`src/rtl/core_registers.sv`:
```
// core_registers: 16-entry register file with constant slots, bus-overlay register and auto-incrementing PC.
module core_registers (
  input  logic        clk,
  input  logic        rst,
  input  logic [3:0]  addr_read,
  input  logic [3:0]  addr_write,
  input  logic [15:0] data_write,
  input  logic        write_enable,
  input  logic [15:0] bus_datain,
  input  logic        bus_fromin,
  input  logic        pc_inc,
  output logic [15:0] data_read,
  output logic [15:0] pc_out,
  output logic [15:0] reg_h_out
);
  logic [15:0] gpr_q [11];
  logic [15:0] bus_q, pc_q, pc_d;
  logic        wr_pc;
  assign wr_pc = write_enable && addr_write == 4'hF;
  // An explicit PC write takes priority over the increment.
  assign pc_d = wr_pc ? data_write : pc_q + {15'd0, pc_inc};
  always_ff @(posedge clk or posedge rst) begin
    if (rst) begin
      for (int i = 0; i < 11; i++) gpr_q[i] <= '0;
      bus_q <= '0;
      pc_q  <= '0;
    end else begin
      if (write_enable && addr_write <= 4'hA) gpr_q[addr_write] <= data_write;
      if (write_enable && addr_write == 4'hE) bus_q <= data_write;
      pc_q <= pc_d;
    end
  end
  always_comb begin
    case (addr_read)
      4'hB:    data_read = 16'h0000;
      4'hC:    data_read = 16'h0001;
      4'hD:    data_read = 16'hFFFF;
      4'hE:    data_read = bus_fromin ? bus_datain : bus_q;
      4'hF:    data_read = pc_q;
      default: data_read = gpr_q[addr_read];
    endcase
  end
  assign pc_out    = pc_q;
  assign reg_h_out = gpr_q[7];
endmodule

```
`config.mk`:
```
export PLATFORM = sky130hd
export DESIGN_NAME = core_registers
export DESIGN_NICKNAME = d
export VERILOG_FILES = /design/src/rtl/core_registers.sv
export SDC_FILE = /design/constraint.sdc
export NUM_CORES = 1
export LEC_CHECK = 0
export CORE_ASPECT_RATIO = 0.5
export CORE_MARGIN = 3
export CORE_UTILIZATION = 45
export DETAILED_ROUTE_END_ITERATION = 10
export GPL_TIMING_DRIVEN = 1
export HOLD_SLACK_MARGIN = 0.08
export PLACE_DENSITY = 0.65
export SKIP_CTS_REPAIR_TIMING = 1
export SKIP_LAST_GASP = 1
export SLEW_MARGIN = 0
export SYNTH_ARGS = -nofsm -noshare
export SYNTH_HDL_FRONTEND = slang
export SYNTH_SLANG_ARGS = --single-unit
```
`constraint.sdc`:
```
create_clock -name clk -period 7.9 [get_ports clk]
set_clock_uncertainty 0.2 [all_clocks]
set_input_delay 1.58 -clock clk [delete_from_list [all_inputs] [get_ports clk]]
set_output_delay 1.58 -clock clk [all_outputs]
set_load 0.02 [all_outputs]
```
# ---- Word-level counts from Yosys, hierarchy flattened
# Cells that the tools add are included.
dict set report word_totals {
  reg_bits 208
  latch_bits 0
  ram_bits 0
  romBits 0
  inputBits 45
  output_inout_bits 48
  word_cells 40
  n_memories 0
}
dict set report op_classes {
  add_sub_neg 1
  n_mul 0
  div_mod_pow 0
  order_cmp 4
  eq_ne 7
  shift 0
  n_mux 9
  bitwise_logic 2
  n_reduce_logical 4
}
# op count
set op_table {}
lappend op_table {{$bwmux 176} 1}
lappend op_table {{$mux 16} 5}
lappend op_table {{$pmux 16 s5} 1}
lappend op_table {{$bmux 16 s4} 1}
lappend op_table {{$demux 16 s4} 1}
lappend op_table {{$eq 4x4->1 const B} 7}
lappend op_table {{$add 16x1->16} 1}
lappend op_table {{$ge 5x5->1 const B} 2}
lappend op_table {{$not 4->5} 2}
lappend op_table {{$lt 5x1->1 const B} 1}
lappend op_table {{$le 4x4->1 const B} 1}
lappend op_table {{$logic_and 1x1->1} 4}

# ---- Logic depth before layout (Yosys ltp)
dict set report depth {
  depth_word 6
  mapped_depth 7
  depth_no_buf 6
}

# ---- Worst setup path before layout
# OpenSTA, ideal clock, no wires.
dict set report synth_timing {
  path_type {input -> output}
  from {input addr_read[0]}
  to {output data_read[5]}
  arrival_time_ps 3060
  t_required_ps 6120
  path_slack_ps 3060
  stages 7
  path_buffers 3
  cell_sequence {buf_2 -> buf_2 -> clkbuf_1 -> nand3b_1 -> o211ai_1 -> a21oi_1 -> nor3_1}
}
dict set report synth_between {
  elab_chain_cells 5
  word_cells_on_any_way 10
  classes_between {eq/ne (5); mux (4); bitwise (1)}
}
# item line_no
set synth_lines {}
lappend synth_lines {{start: declaration} 5} ;# input logic [3:0] addr_read,
lappend synth_lines {{$not 4->5 (implied by the code)} 40} ;# default: data_read = gpr_q[addr_read];
lappend synth_lines {{$bmux 16 s4} 40}
lappend synth_lines {{$mux 16 (implied by the code) (2 in series)} 40}
lappend synth_lines {{$pmux 16 s5 (*)} 34} ;# case (addr_read)
lappend synth_lines {{end: declaration} 12} ;# output logic [15:0] data_read,
# Mark *: on every way between the ends. The rest lies on a longest branch, timed or not. The select of a mux whose other input is x is not followed.

# ---- Final worst setup path
dict set report layout_timing {
  from {input addr_read[3]}
  to {output data_read[15]}
}
# The elaborated chain is that of the path after synthesis.

==> reports/qor.yml <==
die:
  io_pins: 93
  core_area_sq_um: 21900
  die_w_microns: 219
  start_util_pct: 46.4
  die-height_microns: 112
  rows: 38
  fp.dieArea_sq_um: 24600
critical_path:
  worstPathArrival_ps: 4650
  crit_path_top_delay_cell: "nor2b_1"
  crit_top_cell: "clkdlybuf4s50_1"
  r2r_end: "pc_out[14]$_DFF_PP0_"
  rrSetupSlack_ps: 5730
  crit_chain: "clkdlybuf4s50_1 -> nor2b_1 -> a22oi_1 -> a21oi_1 -> nor3_1 -> clkdlybuf4s50_1"
  reg2reg_depth: 6
  cp_max_fo: 20
  r2r_start: "pc_out[0]$_DFF_PP0_"
  crit_required_ps: 6120
  crit_path_end_kind: "primary output"
  cpPeakStageDelay_ps: 1160
  cp-start-kind: "primary input"
  cpLargestDelayFamily: "buffers and inverters"
  cp_num_buf_inv: 2
  path_class: "primary input to primary output"
pwr:
  vdd_drop_max_mv: 0.119
  fin_total_pwr_uw: 3190
  pwr-share-comb_pct: 23.7
  power.share.switching_pct: 29.2
  clkPwrFrac_pct: 29.5
  p_switching_uw: 932
  leakagePower_uw: 0.00500
  power.density_nw_per_um2: 270
  intPower_uw: 2250
  p_seq_share_pct: 46.8
timing:
  fmax_mhz: 156
  min_period_ps: 6430
  tightest_slew_ps: 1280
  drv_slew: 0
  fin_crit_sh_pct: 81.3
  setup_violations: 0
  finalSetupTns_ps: 0
  hold_violations: 0
  slew_headroom_pct: 14.4
  rsz0062_at_grt: "no"
clocking:
  cts_tree: "done"
  cts.sinks: 208
  clk_pin_slew_worst_paths_ps: 60
  clock_latency_ps: 490
  cts-root-buf: "clkbuf_16"
  htree_levels: 1
  cts_buffer_depth: 3
  cts_buffers: 20
yosys:
  syn_inst: 792
  synth_xor_area_share_pct: 1.21
  synth-edff-count: 0
  ys_async_sr_fraction_pct: 100
  yosysSeqAreaShare_pct: 51.2
  synth_area_sq_um: 10200
  synth_area_leaders: "dfrtp_1, mux2_2, mux2_1"
  synth_compound_area_share_pct: 5.84
  synth_mux_area_share_pct: 31.5
  ys.flop_type: "dfrtp_1"
  yosys.area.top_type: "dfrtp_1"
  synth_top_family_by_area: "multiplexers"
  synthSimpleGateAreaFrac_pct: 5.96
  synth.distinct_cells: 38
  synth_adder_area_share_pct: 0.246
  yosysTopAreaCellShare_pct: 51.2
  yosys_register_bits: 208
  ys_warn_count: 0
  synth_nets: 839
  avgSynthCellArea_sq_um: 12.8
place:
  place.gp.congestion: 0.889
  placed_cell_area_sq_um: 11100
  dpl.cell_count: 1111
  portBuffers: 92
  dpl.hpwl_microns: 17400
global_route:
  grt_pass1_wl_microns: 40700
  grt_max_degree: 151
  grt_overflow: 0
  grtUsageTotal_pct: 21.3
  antenna_found_initial: 1
  grt_pass1_vias: 6705
min_path:
  hold_end: "gpr_q[65]$_DFFE_PP0P_"
  hold_path.startpoint: "gpr_q[65]$_DFFE_PP0P_"
  hold_path.class: "flip-flop to flip-flop"
  holdPathStages: 1
finish:
  layout.nets: 880
  fin_cells: 1147
  areaGrowthSynthToFinish_pct: 15.8
  drive_gt1_share_pct: 22.3
  finalInstanceArea_sq_um: 11800
run_status:
  run_status: "completed"
detailed_routing:
  drtAntennaViolNets: 0
  first_pass_iters: 5
  drc: 0
  drtIter0Drc: 554
  routedWlPerCell_microns: 22.6
  drt_wl_total_microns: 25900
  via_per_inst: 5.74
  num_vias: 6581
run:
  maxCapViolCount: 0
[flip-flops by register name, indices dropped and copies added (netlist names)]
signal     count
bus_q         16
reg_h_out     16
gpr_q        160
pc_out        16
[stage by stage]
step           hold slack, ps  utilization, %  worst slack, ps
6_report                  286            53.8             1470
5_1_grt                   304            53.8             1300
4_1_cts                   290            53.7             1570
3_5_place_dp              275            50.9             1530
3_3_place_gp              263            50.9             1640
2_1_floorplan             253               -              439
[worst max path at each step]
stage,start,to,slack (ps),depth (start not counted)
floorplan,rst,bus_q[0]$_DFFE_PP0P_,440,1
global placement,addr_read[2],data_read[8],1640,5
detailed placement,addr_read[3],data_read[3],1530,6
CTS,addr_read[2],data_read[8],1570,5
global route,addr_read[2],data_read[8],1300,5
finish,addr_read[3],data_read[15],1470,6
[cell usage in the layout, fill, tap and decap left out, types with 6 or more instances in the layout]
cell type and n:
mux2_2 125, nor3_1 15, o21ai_1 8, o2bb2ai_1 6, dfrtp_1 208, clkdlybuf4s50_1 90
nor2_1 25, o211a_1 6, nand3b_1 9, mux2i_1 59, o21ai_0 24, xnor2_1 9
a22oi_1 9, a21oi_1 10, mux4_2 17, o211ai_1 16, a221oi_1 8, clkbuf_16 20
nand2_1 30, nor3b_1 7, buf_4 10, nand3_1 9, mux2_1 73
[synth_stat cells, drive strengths merged, types with 10 or more instances]
cell	n
a21oi	10
buf	45
clkbuf	37
dfrtp	208
mux2	198
mux2i	59
mux4	17
nand2	30
nor2	27
nor3	17
o211ai	16
o21ai	32
[layer usage]
layer / track usage [%] / up-vias / wire length [microns]
li1: - / 2947 / -
met4: 3.67 / 0 / 408
met3: 4.06 / 32 / 1720
met5: 0 / - / 0
met1: 34.5 / 3395 / 13200
met2: 30.0 / 207 / 10600
[layout make-up]
type                            instances  area, sq um
Antenna cell                            1         2.50
Clock buffer                           28          561
Clock inverter                          7         71.3
Fill cell                            1830        10100
Inverter                                4         22.5
Multi-Input combinational cell        498         4560
Sequential cell                       208         5200
Tap cell                              300          375
Timing Repair Buffer                  101          981
[logic make-up (layout without fill, tap and decap cells)]
logic type,after synthesis,after routing
AOI/OAI and AO/OA,89,89
xor gates and xnor gates,14,14
other,0,1
adders and majority gates,2,2
muxes,274,274
DFF,208,208
buffers and inverters,86,140
and+or+nand+nor,119,119
[power groups by stage]
stage | clock (uW) | combinational, uW | sequential (uW)
after detailed placement | 0 | 758 | 1510
after global routing | 1010 | 819 | 1530
final | 939 | 757 | 1490
after CTS | 954 | 762 | 1490
after global placement | 0 | 742 | 1500
after floorplan | 0 | 497 | 1490
Power figures use the tool's default switching activity.
